### config.mk
export PLATFORM = sky130hd
export DESIGN_NAME = clcd_req_arbiter
export DESIGN_NICKNAME = d
export VERILOG_FILES = /design/src/rtl/clcd_req_arbiter.sv
export SDC_FILE = /design/constraint.sdc
export NUM_CORES = 1
export LEC_CHECK = 0
export CELL_PAD_IN_SITES_DETAIL_PLACEMENT = 1
export CELL_PAD_IN_SITES_GLOBAL_PLACEMENT = 1
export CORE_MARGIN = 8
export CORE_UTILIZATION = 36
export DETAILED_ROUTE_END_ITERATION = 12
export PLACE_DENSITY_LB_ADDON = 0.1
export SYNTH_ARGS = -nofsm -noshare
export SYNTH_HDL_FRONTEND = slang
export SYNTH_SLANG_ARGS = --single-unit
### constraint.sdc
create_clock -name clk -period 2.9 [get_ports clk]
set_input_delay 0.29 -clock clk [delete_from_list [all_inputs] [get_ports clk]]
set_output_delay 0.29 -clock clk [all_outputs]
set_load 0.02 [all_outputs]
### src/rtl/clcd_req_arbiter.sv
// clcd_req_arbiter: shares the CLCD_signal_generator command port between
// NREQ requesters. One command is latched per grant, issued as a single-cycle
// valid, and tracked through the generator's busy high/low handshake before a
// per-requester done pulse is returned.
module clcd_req_arbiter #(
    parameter int unsigned NREQ  = 3,
    parameter int unsigned PRIO0 = 1,
    parameter int unsigned TMO   = 255
) (
    input  logic              clk,
    input  logic              reset_p,
    input  logic [NREQ-1:0]   i_req,
    input  logic [8*NREQ-1:0] i_data,
    input  logic [NREQ-1:0]   i_RS,
    input  logic [NREQ-1:0]   i_RW,
    output logic [NREQ-1:0]   o_gnt,
    output logic [NREQ-1:0]   o_done,
    output logic [7:0]        o_data,
    output logic              o_RS,
    output logic              o_RW,
    output logic              o_valid,
    input  logic              i_busy,
    output logic              o_timeout,
    output logic              o_idle
);

    localparam int unsigned IW = (NREQ > 1) ? $clog2(NREQ) : 1;
    localparam int unsigned CW = $clog2(TMO + 1);

    localparam logic [2:0] S_IDLE    = 3'd0;
    localparam logic [2:0] S_LATCH   = 3'd1;
    localparam logic [2:0] S_ISSUE   = 3'd2;
    localparam logic [2:0] S_WAIT_HI = 3'd3;
    localparam logic [2:0] S_WAIT_LO = 3'd4;
    localparam logic [2:0] S_DONE    = 3'd5;

    logic [2:0]      state;
    logic [2:0]      nxt;
    logic [IW-1:0]   ptr;
    logic [IW-1:0]   win;
    logic [CW-1:0]   cnt;

    logic [IW-1:0]   sel_c;
    logic [IW-1:0]   idx_c;
    logic            sel_found_c;
    logic [7:0]      sel_data_c;
    logic            sel_rs_c;
    logic            sel_rw_c;
    logic            tmo_hit_c;
    logic            accept_c;

    // Winner selection: optional absolute priority for the init path, else round-robin after ptr
    always_comb begin
        sel_c       = ptr;
        sel_found_c = 1'b0;
        idx_c       = '0;
        if ((PRIO0 != 0) && i_req[0]) begin
            sel_c       = '0;
            sel_found_c = 1'b1;
        end
        for (int unsigned k = 1; k <= NREQ; k++) begin
            idx_c = IW'((32'(ptr) + k) % NREQ);
            if (!sel_found_c && i_req[idx_c]) begin
                sel_c       = idx_c;
                sel_found_c = 1'b1;
            end
        end
    end

    // Command field mux for the selected requester
    always_comb begin
        sel_data_c = 8'h00;
        sel_rs_c   = 1'b0;
        sel_rw_c   = 1'b0;
        for (int unsigned k = 0; k < NREQ; k++) begin
            if (sel_c == IW'(k)) begin
                sel_data_c = i_data[8*k +: 8];
                sel_rs_c   = i_RS[k];
                sel_rw_c   = i_RW[k];
            end
        end
    end

    // Next-state logic; busy rising wins over a same-cycle timeout
    always_comb begin
        nxt       = state;
        tmo_hit_c = 1'b0;
        accept_c  = 1'b0;
        case (state)
            S_IDLE: begin
                if (!i_busy && (|i_req)) begin
                    nxt      = S_LATCH;
                    accept_c = 1'b1;
                end
            end
            S_LATCH:  nxt = S_ISSUE;
            S_ISSUE:  nxt = S_WAIT_HI;
            S_WAIT_HI: begin
                if (i_busy) begin
                    nxt = S_WAIT_LO;
                end else if (cnt == CW'(TMO - 2)) begin
                    nxt       = S_DONE;
                    tmo_hit_c = 1'b1;
                end
            end
            S_WAIT_LO: begin
                if (!i_busy) begin
                    nxt = S_DONE;
                end
            end
            S_DONE:   nxt = S_IDLE;
            default:  nxt = S_IDLE;
        endcase
    end

    // State register and busy-rise timeout counter (cnt counts WAIT_HI cycles)
    always_ff @(posedge clk or posedge reset_p) begin
        if (reset_p) begin
            state <= S_IDLE;
            cnt   <= '0;
        end else begin
            state <= nxt;
            if (state == S_ISSUE) begin
                cnt <= '0;
            end else if (state == S_WAIT_HI) begin
                cnt <= cnt + CW'(1);
            end
        end
    end

    // Grant, command latch and pointer; captured on entry to LATCH so they are valid throughout it
    always_ff @(posedge clk or posedge reset_p) begin
        if (reset_p) begin
            ptr    <= '0;
            win    <= '0;
            o_gnt  <= '0;
            o_data <= 8'h00;
            o_RS   <= 1'b0;
            o_RW   <= 1'b0;
        end else begin
            if (accept_c) begin
                ptr    <= sel_c;
                win    <= sel_c;
                o_gnt  <= NREQ'(1) << sel_c;
                o_data <= sel_data_c;
                o_RS   <= sel_rs_c;
                o_RW   <= sel_rw_c;
            end else if (state == S_DONE) begin
                o_gnt <= '0;
            end
        end
    end

    // Handshake pulses and status flags
    always_ff @(posedge clk or posedge reset_p) begin
        if (reset_p) begin
            o_valid   <= 1'b0;
            o_done    <= '0;
            o_timeout <= 1'b0;
            o_idle    <= 1'b1;
        end else begin
            o_valid   <= (nxt == S_ISSUE);
            o_done    <= (nxt == S_DONE) ? (NREQ'(1) << win) : '0;
            o_timeout <= o_timeout | tmo_hit_c;
            o_idle    <= (nxt == S_IDLE) && !(|i_req) && !i_busy;
        end
    end

endmodule

==> flow_summary.yaml, run 1 <==
sta:
  period_needed_ns: 2.69
  fin_worst_hold_slack_ns: 0.450
  hold_viol: 0
  setup_viol: 0
  finClkSkew_ns: 0.00837
  fmax_mhz: 372
  final-max-slew-violation-count: 0
  tightest_slew_ns: 0.805
  rsz0062_at_grt: "false"
  slew_headroom: 0.463
  fin_tns_setup_ns: 0
  fin_crit_sh: 0.926
clock_network:
  cts_root_buf: "clkbuf_8"
  clk-insertion-delay-late_ns: 0.29
  cts_setup_buffers: 0
  cts_buffers: 5
  htreeDepth: 2
  clk_path_buf_depth: 2
  clk_pin_slew_worst_paths_ns: 0.07
  cts_sinks: 32
  cts_tree: "done"
  holdBufCountCts: 0
  cts_resized: 0
routing:
  drt_wl_total_um: 5260
  ant_nets: 0
  drt-initial-drc-count: 93
  wl_per_cell_um: 17.0
  dr.pass1.iters: 4
  vias: 1638
  drc: 0
  vias_per_cell: 5.28
synth:
  ys_ff_latch: 32
  yosysUniqueCellTypes: 43
  synth_edf_count: 0
  avgSynthCellArea_um2: 10.2
  ys_seq_area_frac: 0.422
  synth_warnings: 0
  synth_xor_xnor_area_share: 0.0138
  async_reset_ff_frac: 1.00
  synth_nets: 229
  synth_area_um2: 1900
  synth.area.mux_share: 0.0783
  synthCells: 186
  synth-simple-area-share: 0.215
  synth_top_family_by_area: "simple AND/OR/NAND/NOR gates"
  synth_fa_ha_area_frac: 0.0461
  synth_compound_area_frac: 0.171
  synth-main-ff-cell: "dfrtp_1"
layout:
  mostFrequentLayoutCells: "clkdlybuf4s50_1, dfrtp_1, nand2_1"
  areaGrowthSynthToFinish_pct: 35.4
  fin_cells: 310
  drive_gt1_frac: 0.121
  fillerInstances: 598
  finalNetCount: 282
  diodes: 0
  final_common_cell: "clkdlybuf4s50_1"
floorplanning:
  core_um2: 5110
  core.rowCount: 26
  io_pins: 55
  die_h_um: 88.7
  dieArea_um2: 7860
  die_w_um: 88.7
  start_util: 0.372
power:
  p_per_area_nw_per_um2: 920
  power_uw: 2370
  max-vdd-ir-drop_uv: 382
  leakage_uw: 0.00114
place:
  io_buffers: 54
  dp_cells: 302
  hpwlAfterDp_um: 4230
  gp_congestion: 0.785
flow_run:
  drv_cap: 0
worst_setup_path:
  cpPeakStageDelay_ns: 0.41
  crit_family: "compound AO/OA/AOI/OAI gates"
  reg2reg_from: "win[0]"
  crit_start: "win[0]"
  critPathBufInv: 2
  end_kind: "flip-flop"
  crit_type: "reg -> reg"
  crit_required_ns: 3.07
  crit_path_start_kind: "flip-flop"
  path_cells: "inv_1 -> ha_1 -> nor2_1 -> a21oi_1 -> and2_1 -> a32oi_2 -> buf_4 -> mux2_4 -> a221o_1"
  arrival_ns: 2.86
  crit_slowest_cell: "ha_1"
  cp_max_fo: 20
run_status:
  status: "finished, final reports clean"
grt:
  grt_use_total: 0.147
  grt_pass1_vias: 1864
  antenna_found_initial: 0
  grt_max_degree: 22
  overflow: 0
  grt_pass1_wl_um: 9060
worst_hold_path:
  hp-class: "in -> async"
-- cell usage after synthesis (5+ instances only) --
library cell  number  area [um^2]
mux2_4             7          105
a21o_1             5         37.5
nor3_1             6         30.0
o31ai_1            5         37.5
and2_1             5         31.3
dfrtp_1           31          776
and4b_1            9         90.1
nand3_1            7         35.0
ha_1               7         87.6
a21oi_1            7         35.0
buf_2              5         25.0
a221o_1            9         90.1
nand2_1           16         60.1
o21ai_0            6         30.0
inv_1              7         26.3
nor2_1            13         48.8
-- cells by family (layout without fill, tap and decap cells) --
family                   count (synthesis)  in the layout
AND/OR/NAND/NOR                         72             72
AO/OA/AOI/OAI                           42             42
flip-flops                              32             32
buffers and inverters                   19             73
multiplexers                            11             11
adder cells (fa/ha/maj)                  7              7
XOR/XNOR                                 3              3
-- final timing paths --
path	endpoint	slack [ns]	cells after the start
hold reg to reg	o_timeout	0.48	1
max in group asynchronous	o_data[7]	1.77	3
min in group clk	o_timeout	0.48	1
setup reg to reg	o_data[3]	0.21	9
setup / recovery	o_data[3]	0.21	9
hold / removal	cnt[4]	0.45	2
-- registers in the layout, summed over array words and instances, names as in the netlist --
signal,flops
o_data,8
state,3
cnt,8
o_valid,1
o_timeout,1
o_done,3
win,2
o_RS,1
o_idle,1
o_gnt,3
o_RW,1
-- per-layer routing --
metal  track usage  part of all wire
met1         0.165              0.42
met3        0.0576             0.071
met5             0                 0
met4        0.0430             0.010
met2         0.250              0.49
-- power by group --
group	leakage, uW	internal, uW	switching (uW)
sequential	0.000411	588	138
clock	0.0000510	189	170
combinational	0.000677	610	672
-- cell type report --
cell class                      count  area, um^2  share of cell area
Multi-Input combinational cell    135         995               0.386
Inverter                            7        26.3              0.0102
Clock inverter                      2        10.0             0.00389
Sequential cell                    32         802               0.312
Clock buffer                        6        82.6              0.0321
Tap cell                           70        87.6              0.0340
Timing Repair Buffer               58         571               0.222
-- stage by stage --
step | area [um^2] | worst slack (ns) | utilization
floorplan | 1900 | 0.459 | -
CTS | 2570 | 0.207 | 0.504
detailed placement | 2480 | 0.209 | 0.486
global placement | 2480 | 0.303 | 0.486
global route | 2570 | 0.0525 | 0.504
finish | 2570 | 0.215 | 0.504
-- worst register-to-register path, cell delays in order (launching register included) --
cell and delay [ns]:
dfrtp_1 0.38, inv_1 0.11, ha_1 0.41, nor2_1 0.13
a21oi_1 0.09, and2_1 0.18, a32oi_2 0.30, buf_4 0.30
mux2_4 0.33, a221o_1 0.32
(Power assumes the default switching activity.)
==> run 2: changes to the inputs <==
--- a/config.mk
+++ b/config.mk
@@ -5,9 +5,10 @@
 export SDC_FILE = /design/constraint.sdc
 export NUM_CORES = 1
 export LEC_CHECK = 0
+export CAP_MARGIN = 20
 export CELL_PAD_IN_SITES_DETAIL_PLACEMENT = 1
 export CELL_PAD_IN_SITES_GLOBAL_PLACEMENT = 1
-export CORE_MARGIN = 8
+export CORE_MARGIN = 1
 export CORE_UTILIZATION = 36
 export DETAILED_ROUTE_END_ITERATION = 12
 export PLACE_DENSITY_LB_ADDON = 0.1
==> flow_summary.yaml, run 2 (synthesized netlist as in run 1, its figures left out) <==
layout:
  top_regs: "cnt x8, o_data x8"
  finalNetCount: 282
  fillerInstances: 603
  diodes: 0
  areaGrowthSynthToFinish_pct: 34.6
  final_common_cell: "clkdlybuf4s50_1"
  seqCellArea_um2: 802
  mostFrequentLayoutCells: "clkdlybuf4s50_1, dfrtp_1, nand2_1"
  multi_input_area_um2: 995
  drive_gt1_frac: 0.113
clock_network:
  holdBufCountCts: 0
  cts_buffers: 5
  cts_root_buf: "clkbuf_8"
  cts_sinks: 32
  clk_path_buf_depth: 2
  cts_setup_buffers: 0
  clk-insertion-delay-late_ns: 0.28
  htreeDepth: 2
  clk_pin_slew_worst_paths_ns: 0.07
  cts_resized: 0
  cts_tree: "done"
place:
  io_buffers: 54
  hpwlAfterDp_um: 3670
  gp_congestion: 0.759
sta:
  fin_tns_setup_ns: 0
  fin_worst_hold_slack_ns: 0.395
  period_needed_ns: 2.63
  fmax_mhz: 380
  setup_viol: 0
  fin_crit_sh: 0.907
  finClkSkew_ns: 0.00868
  tightest_slew_ns: 0.560
  final-max-slew-violation-count: 0
  slew_headroom: 0.627
  rsz0062_at_grt: "false"
  hold_viol: 0
routing:
  drt-initial-drc-count: 86
  dr.pass1.iters: 4
  drc: 0
  ant_nets: 0
  vias_per_cell: 5.22
  wl_per_cell_um: 15.6
  drt_wl_total_um: 4830
  vias: 1612
grt:
  grt_max_degree: 33
  overflow: 0
  antenna_found_initial: 0
  grt_pass1_vias: 1619
  grt_use_total: 0.190
  grt_pass1_wl_um: 7940
floorplanning:
  die_w_um: 74.7
  start_util: 0.372
  core_um2: 5110
  io_pins: 55
  die_h_um: 74.7
  core.rowCount: 26
  dieArea_um2: 5570
worst_setup_path:
  crit_type: "reg -> reg"
  end_kind: "flip-flop"
  cpPeakStageDelay_ns: 0.40
  critPathBufInv: 2
  crit_slowest_cell: "dfrtp_1"
  crit_required_ns: 3.07
  crit_path_start_kind: "flip-flop"
  crit_family: "compound AO/OA/AOI/OAI gates"
  arrival_ns: 2.80
  path_cells: "inv_1 -> ha_1 -> nor2_1 -> a21oi_1 -> and2_1 -> a32oi_2 -> buf_4 -> mux2_2 -> a221o_1"
  cp_max_fo: 23
power:
  p_per_area_nw_per_um2: 910
  leakage_uw: 0.00113
  max-vdd-ir-drop_uv: 368
flow_run:
  drv_cap: 0
worst_hold_path:
  hp-class: "in -> async"
run_status:
  status: "finished, final reports clean"
[run 2: layer usage]
layer	wire length [um]	part of all wire	global-route usage
met2	2450	0.51	0.331
met3	198	0.041	0.0469
met5	0	0	0
met1	2120	0.44	0.233
met4	55	0.011	0.0566
[run 2: per-stage QoR]
step | setup WS (ns) | instance area [um^2] | power, uW | util | cells
2_1_floorplan | 0.459 | 1900 | 1620 | - | 186
3_3_place_gp | 0.381 | 2480 | 1960 | 0.486 | 302
3_5_place_dp | 0.283 | 2480 | 2030 | 0.486 | 302
4_1_cts | 0.262 | 2560 | 2350 | 0.501 | 309
5_1_grt | 0.128 | 2560 | 2500 | 0.501 | 309
6_report | 0.269 | 2560 | 2330 | 0.501 | 309
[run 2: area by class of cell]
class                           instances  share of cell area
Timing Repair Buffer                   58               0.223
Clock inverter                          1             0.00196
Clock buffer                            6              0.0284
Multi-Input combinational cell        135               0.389
Sequential cell                        32               0.313
Tap cell                               70              0.0342
Inverter                                7              0.0103
[run 2: worst register-to-register path, cell delays in order, from the launching register on]
cell and delay [ns]:
dfrtp_1 0.40, inv_1 0.16, ha_1 0.35, nor2_1 0.14
a21oi_1 0.10, and2_1 0.18, a32oi_2 0.19, buf_4 0.30
mux2_2 0.37, a221o_1 0.32
[run 2: path summary, 6_finish.rpt]
check                           from   endpoint  slack [ns]  cells after the start
min reg2reg                o_timeout  o_timeout        0.47                      1
max                           win[0]       o_RS        0.27                      9
min in group clk           o_timeout  o_timeout        0.47                      1
min                          reset_p  o_data[0]        0.40                      3
max reg2reg                   win[0]       o_RS        0.27                      9
max in group asynchronous    reset_p     o_idle        2.17                      3
[run 2: where the power goes]
group	switching (uW)	internal, uW
Clock	156	163
Sequential	133	588
Combinational	679	609
Total	968	1360
